### src/rtl/buf_seq_pkg.sv
// ---------------------------------------------------------------------------
// buf_seq_pkg
// Shared definitions for the analog buffer mux sequencer:
//   - state_e      : sequencer states (IDLE, BREAK_IN, SETTLE, ACTIVE, BREAK_OUT)
//   - cnt_width()  : width of the shared down-counter, sized to hold the
//                    largest of the dead, settle and hold intervals
//   - DEF_*        : default parameter values
// ---------------------------------------------------------------------------
package buf_seq_pkg;

    localparam int DEF_N_CH       = 4;
    localparam int DEF_DEAD_CYC   = 2;
    localparam int DEF_SETTLE_CYC = 8;
    localparam int DEF_HOLD_MAX   = 64;

    typedef enum logic [2:0] {
        ST_IDLE      = 3'd0,
        ST_BREAK_IN  = 3'd1,
        ST_SETTLE    = 3'd2,
        ST_ACTIVE    = 3'd3,
        ST_BREAK_OUT = 3'd4
    } state_e;

    // Bits needed to hold max(dead, settle, hold) as an unsigned count.
    function automatic int cnt_width(input int dead_cyc, input int settle_cyc, input int hold_max);
        int m;
        m = (settle_cyc > dead_cyc) ? settle_cyc : dead_cyc;
        m = (hold_max > m) ? hold_max : m;
        return $clog2(m + 1);
    endfunction

endpackage

### src/rtl/buf_mux_sequencer_rr_arbiter.sv
// ---------------------------------------------------------------------------
// rr_arbiter
// Combinational round-robin picker. Searches i_req starting at index i_ptr,
// wrapping around, and returns the first set bit.
// Ports:
//   i_req    [N_CH-1:0]   request vector
//   i_ptr    [IDX_W-1:0]  index with highest priority (must be < N_CH)
//   o_winner [N_CH-1:0]   one-hot winner, zero when no request
//   o_idx    [IDX_W-1:0]  winner index, zero when no request
// ---------------------------------------------------------------------------
module rr_arbiter #(
    parameter int N_CH  = 4,
    parameter int IDX_W = 2
) (
    input  logic [N_CH-1:0]  i_req,
    input  logic [IDX_W-1:0] i_ptr,
    output logic [N_CH-1:0]  o_winner,
    output logic [IDX_W-1:0] o_idx
);

    logic [IDX_W:0]   w_sum;
    logic [IDX_W-1:0] w_pos;
    logic             w_hit;
    logic             w_found;

    // Walk the channels in priority order from i_ptr; the first requester wins.
    always_comb begin
        o_winner = {N_CH{1'b0}};
        o_idx    = {IDX_W{1'b0}};
        w_found  = 1'b0;
        w_sum    = {(IDX_W+1){1'b0}};
        w_pos    = {IDX_W{1'b0}};
        w_hit    = 1'b0;
        for (int k = 0; k < N_CH; k++) begin
            w_sum = {1'b0, i_ptr} + (IDX_W+1)'(k);
            // Wrap modulo N_CH without a divider: i_ptr + k < 2*N_CH.
            w_sum = (w_sum >= (IDX_W+1)'(N_CH)) ? (w_sum - (IDX_W+1)'(N_CH)) : w_sum;
            w_pos = w_sum[IDX_W-1:0];
            w_hit = !w_found && i_req[w_pos];
            o_winner[w_pos] = w_hit;
            o_idx   = w_hit ? w_pos : o_idx;
            w_found = w_found | w_hit;
        end
    end

endmodule

### src/rtl/buf_mux_sequencer.sv
// ---------------------------------------------------------------------------
// buf_mux_sequencer
// Time-shares the single analog unity buffer between N_CH pad requesters.
// Drives the analog mux switch enables with break-before-make dead time and
// a settle interval before flagging the buffer output as ready.
//
// Optional feature (macro BUF_SEQ_TIMEOUT_EN): an owner that has held ACTIVE
// for HOLD_MAX cycles is preempted when any other channel is requesting.
// Without the macro, preempt is tied low and the owner keeps the buffer
// until its request drops.
//
// Ports:
//   clk      in   system clock
//   rst_n    in   asynchronous active-low reset
//   req      in   [N_CH] per-channel level request, held for the transaction
//   grant    out  [N_CH] one-hot owner (zero when no owner)
//   sw_en    out  [N_CH] analog switch enables, identical to grant
//   ready    out  buffer output settled for the owner
//   busy     out  sequencer not in IDLE
//   preempt  out  one-cycle pulse on forced release
// All outputs are registered.
// ---------------------------------------------------------------------------
module buf_mux_sequencer
    import buf_seq_pkg::*;
#(
    parameter int N_CH       = DEF_N_CH,
    parameter int DEAD_CYC   = DEF_DEAD_CYC,
    parameter int SETTLE_CYC = DEF_SETTLE_CYC,
    parameter int HOLD_MAX   = DEF_HOLD_MAX
) (
    input  logic            clk,
    input  logic            rst_n,
    input  logic [N_CH-1:0] req,
    output logic [N_CH-1:0] grant,
    output logic [N_CH-1:0] sw_en,
    output logic            ready,
    output logic            busy,
    output logic            preempt
);

    localparam int CW    = cnt_width(DEAD_CYC, SETTLE_CYC, HOLD_MAX);
    localparam int IDX_W = $clog2(N_CH);

    localparam logic [CW-1:0]    C_ZERO   = {CW{1'b0}};
    localparam logic [CW-1:0]    C_ONE    = CW'(1);
    localparam logic [CW-1:0]    C_DEAD   = CW'(DEAD_CYC);
    localparam logic [CW-1:0]    C_SETTLE = CW'(SETTLE_CYC);
`ifdef BUF_SEQ_TIMEOUT_EN
    localparam logic [CW-1:0]    C_HOLD   = CW'(HOLD_MAX);
`endif
    localparam logic [IDX_W-1:0] C_IDX0   = {IDX_W{1'b0}};
    localparam logic [IDX_W-1:0] C_IDX1   = IDX_W'(1);
    localparam logic [IDX_W-1:0] C_LAST   = IDX_W'(N_CH - 1);
    localparam logic [N_CH-1:0]  C_LSB    = N_CH'(1);

    state_e           r_state;
    logic [CW-1:0]    r_cnt;
    logic [IDX_W-1:0] r_sel;
    logic [IDX_W-1:0] r_ptr;
    logic [N_CH-1:0]  r_owner;
    logic             r_ready;
    logic             r_busy;
    logic             r_preempt;

    state_e           w_state_next;
    logic [CW-1:0]    w_cnt_next;
    logic [IDX_W-1:0] w_sel_next;
    logic [IDX_W-1:0] w_ptr_next;
    logic             w_preempt_next;
    logic [N_CH-1:0]  w_owner_next;
    logic [N_CH-1:0]  w_arb_winner;
    logic [IDX_W-1:0] w_arb_idx;
    logic             w_req_sel;
    logic [IDX_W-1:0] w_ptr_inc;
`ifdef BUF_SEQ_TIMEOUT_EN
    logic             w_others;
`endif

    rr_arbiter #(
        .N_CH  (N_CH),
        .IDX_W (IDX_W)
    ) u_rr_arbiter (
        .i_req    (req),
        .i_ptr    (r_ptr),
        .o_winner (w_arb_winner),
        .o_idx    (w_arb_idx)
    );

    assign w_req_sel = req[r_sel];
    // Next search starts just after the channel being released.
    assign w_ptr_inc = (r_sel == C_LAST) ? C_IDX0 : (r_sel + C_IDX1);
`ifdef BUF_SEQ_TIMEOUT_EN
    assign w_others  = |(req & ~(C_LSB << r_sel));
`endif

    // Next-state, counter, selection and pointer logic.
    always_comb begin
        w_state_next   = r_state;
        w_cnt_next     = r_cnt;
        w_sel_next     = r_sel;
        w_ptr_next     = r_ptr;
        w_preempt_next = 1'b0;
        case (r_state)
            ST_IDLE: begin
                if (|w_arb_winner) begin
                    w_state_next = ST_BREAK_IN;
                    w_sel_next   = w_arb_idx;
                    w_cnt_next   = C_DEAD;
                end else begin
                    w_cnt_next   = C_ZERO;
                end
            end
            ST_BREAK_IN: begin
                if (!w_req_sel) begin
                    // Abort before connection; still advance the pointer.
                    w_state_next = ST_BREAK_OUT;
                    w_cnt_next   = C_DEAD;
                    w_ptr_next   = w_ptr_inc;
                end else if (r_cnt <= C_ONE) begin
                    w_state_next = ST_SETTLE;
                    w_cnt_next   = C_SETTLE;
                end else begin
                    w_cnt_next   = r_cnt - C_ONE;
                end
            end
            ST_SETTLE: begin
                if (!w_req_sel) begin
                    w_state_next = ST_BREAK_OUT;
                    w_cnt_next   = C_DEAD;
                    w_ptr_next   = w_ptr_inc;
                end else if (r_cnt <= C_ONE) begin
                    w_state_next = ST_ACTIVE;
`ifdef BUF_SEQ_TIMEOUT_EN
                    w_cnt_next   = C_HOLD;
`else
                    w_cnt_next   = C_ZERO;
`endif
                end else begin
                    w_cnt_next   = r_cnt - C_ONE;
                end
            end
            ST_ACTIVE: begin
                if (!w_req_sel) begin
                    w_state_next = ST_BREAK_OUT;
                    w_cnt_next   = C_DEAD;
                    w_ptr_next   = w_ptr_inc;
`ifdef BUF_SEQ_TIMEOUT_EN
                end else if (r_cnt <= C_ONE) begin
                    // Hold budget spent: release only if someone else waits,
                    // otherwise the counter stays saturated at one.
                    if (w_others) begin
                        w_state_next   = ST_BREAK_OUT;
                        w_cnt_next     = C_DEAD;
                        w_ptr_next     = w_ptr_inc;
                        w_preempt_next = 1'b1;
                    end else begin
                        w_cnt_next     = r_cnt;
                    end
                end else begin
                    w_cnt_next   = r_cnt - C_ONE;
                end
`else
                end else begin
                    w_cnt_next   = r_cnt;
                end
`endif
            end
            ST_BREAK_OUT: begin
                if (r_cnt <= C_ONE) begin
                    w_state_next = ST_IDLE;
                    w_cnt_next   = C_ZERO;
                end else begin
                    w_cnt_next   = r_cnt - C_ONE;
                end
            end
            default: begin
                w_state_next = ST_IDLE;
                w_cnt_next   = C_ZERO;
                w_sel_next   = C_IDX0;
                w_ptr_next   = C_IDX0;
            end
        endcase
    end

    // Switch enable / grant follows the next state so it changes on the
    // same edge as the state transition.
    always_comb begin
        if ((w_state_next == ST_SETTLE) || (w_state_next == ST_ACTIVE)) begin
            w_owner_next = C_LSB << w_sel_next;
        end else begin
            w_owner_next = {N_CH{1'b0}};
        end
    end

    // State and registered outputs.
    always_ff @(posedge clk or negedge rst_n) begin
        if (!rst_n) begin
            r_state   <= ST_IDLE;
            r_cnt     <= C_ZERO;
            r_sel     <= C_IDX0;
            r_ptr     <= C_IDX0;
            r_owner   <= {N_CH{1'b0}};
            r_ready   <= 1'b0;
            r_busy    <= 1'b0;
            r_preempt <= 1'b0;
        end else begin
            r_state   <= w_state_next;
            r_cnt     <= w_cnt_next;
            r_sel     <= w_sel_next;
            r_ptr     <= w_ptr_next;
            r_owner   <= w_owner_next;
            r_ready   <= (w_state_next == ST_ACTIVE);
            r_busy    <= (w_state_next != ST_IDLE);
            r_preempt <= w_preempt_next;
        end
    end

    // A single register feeds both so they can never disagree.
    assign grant   = r_owner;
    assign sw_en   = r_owner;
    assign ready   = r_ready;
    assign busy    = r_busy;
    assign preempt = r_preempt;

endmodule

### config.mk
export PLATFORM = sky130hd
export DESIGN_NAME = buf_mux_sequencer
export DESIGN_NICKNAME = d
export VERILOG_FILES = /design/src/rtl/buf_seq_pkg.sv /design/src/rtl/buf_mux_sequencer_rr_arbiter.sv /design/src/rtl/buf_mux_sequencer.sv
export SDC_FILE = /design/constraint.sdc
export NUM_CORES = 1
export LEC_CHECK = 0
export ABC_AREA = 1
export ABC_CLOCK_PERIOD_IN_PS = 1960
export CORE_MARGIN = 2
export CORE_UTILIZATION = 51
export DETAILED_ROUTE_END_ITERATION = 7
export PLACE_DENSITY = 0.76
export SKIP_LAST_GASP = 1
export SLEW_MARGIN = 5
export SYNTH_ARGS = -nofsm -noshare
export SYNTH_HDL_FRONTEND = slang
export SYNTH_SLANG_ARGS = --single-unit
### constraint.sdc
create_clock -name clk -period 1.96 [get_ports clk]
set_input_delay 0.49 -clock clk [delete_from_list [all_inputs] [get_ports clk]]
set_output_delay 0.49 -clock clk [all_outputs]
set_load 0.01 [all_outputs]
==> metrics.txt, run 1 <==
status=finished, violations left; failing checks=setup timing; WP data required=2200 ps; number of antenna violations at the first check in global routing=0; Post-Place Worst Slack=-454 ps; critical path endpoint category=register; most common cell after layout, fill and taps aside=nand2_1; Initial DRT Pass Iterations=6; Post-CTS Hold Buffers=0; clk buf depth=2; CP Launch Point=r_ptr[0]; HP Class=in2async; Top delay family on crit path=simple AND/OR/NAND/NOR gates; Syn. warnings=0; Pwr Density=1630 nW/um^2; residual DRC count=0; pin count of the biggest net entering global routing=21; # diodes=0; vias in the first global route=around 1400; Die Ht=between 60 and 70 microns; max-slew violations=0; RR Endpoint=r_state[0]; Max stage delay on crit path=about 430 ps; crit path cell chain=buf_6 > nand2_1 > nand2_1 > nand2_2 > nand2_4 > nor2_4 > nand2_2 > nand2_1 > nand2_1 > nand2_1 > inv_2 > nand3_4 > nand2_1 > inv_2 > nor2_4 > buf_4 > inv_1; reg2reg start=r_ptr[0]; min cycle time layout=2060 ps; CP max stage cell=dfrtp_1; initial drt markers=83; CP Launch Type=register; gr busiest metal=met2; Worst EP arrival=2300 ps; Max VDD drop=0.000855 V; vias per cell=about 5.1; R2R setup slack=-100 ps; Worst-Skew Late Latency=300 ps; Layout Nets=298; Fin. Hold Viols=0; first-pass GRT wire length=6.15 mm; Initial Util=0.537; half-perimeter wire length after placement=2.83 mm; routed wire length=3.80 mm; crit share post-route=1.05; crit path max fanout=7; most frequent CP cell=nand2_1; dpl cell area=between 1500 and 2000 sq um; most frequent cells in the layout=53 x nand2_1, 28 x inv_1, 28 x nor2_1; All-Layer GR Usage=0.217; register bit total from synthesis=20; Cells after Synth=246; Vias=between 1500 and 2000; post-synthesis sequential area ratio=0.303; Port Buffers=15; core box area=3080 sq um; GR Layer Usage met1=0.315; Clock Tree Root=clkbuf_4; Chip Width=61.0 microns; fin worst setup slack=-102 ps; Layout Area Growth over Synthesis=29.3%; Setup-failing EPs final=9; dpl cells=317; buffers and inverters on the worst path=5; met2 Track Usage GR=0.349; FF-to-FF path depth=17; CTS tree=done; post-route cell area=2140 sq um; die area=between 3000 and 4000 sq um; row count=20; antenna-violating nets left=0; CTS buffer count=3; Leakage=1.12 nW; critical path class=reg2reg; clk sink count=20; Boundary Pins=17; clk slew on worst S/H paths=110 ps; Avg WL per Cell=11.7 microns; GP Congestion=0.956; Worst Skew=6.02 ps; syn_nets=262; Peak Freq=485 MHz; H-tree levels=1; distinct cell type count after synthesis=29; synthesized area=roughly 1700 sq um; number of max-cap violations=0; Synth Area per Inst=6.72 sq um; GR Overflow Total=0; Cell Count, Final, Fillers Out=approximately 330; fraction of layout cells with a size suffix above 1=0.242; Final Util=0.695; setup repair after global routing missed its margin=yes; M3 GR Usage=0.0512
-- how the worst max path moves through the flow --
| stage | end | slack [ps] | cells past startpoint |
|---|---|---|---|
| finish | r_state[0] | -100 | 17 |
| global route | grant[3] | -250 | 16 |
| CTS | busy | -60 | 16 |
| detailed placement | grant[0] | -450 | 16 |
| global placement | grant[0] | -410 | 16 |
| floorplan | grant[0] | -60 | 18 |
-- power by group --
group	internal (W)	switching (W)	leakage, nW
Clock	0.000207	0.000119	0.0279
Sequential	0.000551	0.000116	0.266
Combinational	0.00102	0.00148	0.827
-- flip-flops by register name (all words and copies together) (netlist names) --
| signal | flops |
|---|---|
| r_cnt | 7 |
| r_ptr | 2 |
| ready | 1 |
| r_state | 3 |
| r_sel | 2 |
| grant | 4 |
| busy | 1 |
-- metal layers --
metal,part of all wire,wire length [microns],vias to the layer above
met5,0,0,-
li1,-,-,852
met1,0.48,1810,741
met3,0.056,214,2
met2,0.46,1760,61
met4,0.0050,19,0
-- metrics by stage --
step / hold slack (ps) / total power [W] / TNS (ps)
after floorplan: 194 / 0.00225 / -267
after global placement: 505 / 0.00280 / -4780
after detailed placement: 514 / 0.00282 / -5290
after CTS: 520 / 0.00324 / -210
after global routing: 547 / 0.00383 / -1970
final: 522 / 0.00349 / -602
-- kinds of logic after synthesis --
group                      share of synthesized area
DFF                                            0.303
AOI/OAI and AO/OA                              0.104
and+or+nand+nor                                0.384
xor gates and xnor gates                      0.0106
adders and majority gates                     0.0756
other                                        0.00227
buffers and inverters                          0.122
-- worst reg2reg max path, delay by kind of cell (launching register included) --
kind          cells  cell delay (ps)
buf+inv           5              480
flops             1              430
simple gates     12             1110
-- area by class of cell --
type                            instances  area (sq um)
Clock buffer                            3          22.5
Tap cell                               44          55.1
Clock inverter                          1          30.0
Timing Repair Buffer                   38           342
Multi-Input combinational cell        182          1050
Inverter                               37           144
Fill cell                             254           938
Sequential cell                        20           500
-- repair_timing --
item                       in CTS  in global routing
setup buffers                   1                  3
pin swaps                       8                 15
resized for setup              12                 21
setup endpoints to repair      10                 10
-- synthesized netlist by cell type --
| master | n | area (sq um) |
|---|---|---|
| nand4_1 | 4 | 25.0 |
| nor2_4 | 2 | 22.5 |
| nor2_2 | 3 | 18.8 |
| nand2_1 | 63 | 236 |
| or2_2 | 1 | 6.26 |
| o21ai_1 | 3 | 15.0 |
| dfrtp_1 | 20 | 500 |
| o22ai_1 | 1 | 6.26 |
| a32o_1 | 1 | 10.0 |
| inv_4 | 1 | 6.26 |
| inv_2 | 2 | 7.51 |
| nor3_1 | 2 | 10.0 |
| inv_1 | 34 | 128 |
| o31ai_1 | 2 | 15.0 |
| nand3_4 | 1 | 17.5 |
| a21oi_1 | 9 | 45.0 |
| xor2_1 | 1 | 8.76 |
| o21ai_0 | 13 | 65.1 |
| nand3_2 | 2 | 20.0 |
| xnor2_1 | 1 | 8.76 |
| nand3_1 | 28 | 140 |
| buf_6 | 2 | 22.5 |
| nand2_4 | 2 | 22.5 |
| buf_4 | 5 | 37.5 |
| conb_1 | 1 | 3.75 |
| o211ai_1 | 2 | 15.0 |
| nor2_1 | 29 | 109 |
| nand2_2 | 1 | 6.26 |
| ha_1 | 10 | 125 |
Note: power is estimated with default switching activity, not from simulation.
==> run 2, diff against run 1 <==
--- a/config.mk
+++ b/config.mk
@@ -10,6 +10,7 @@
 export CORE_MARGIN = 2
 export CORE_UTILIZATION = 51
 export DETAILED_ROUTE_END_ITERATION = 7
+export GPL_TIMING_DRIVEN = 1
 export PLACE_DENSITY = 0.76
 export SKIP_LAST_GASP = 1
 export SLEW_MARGIN = 5
==> results of run 2 <==
The final DEF is identical to that of run 1; final timing and power are the same.
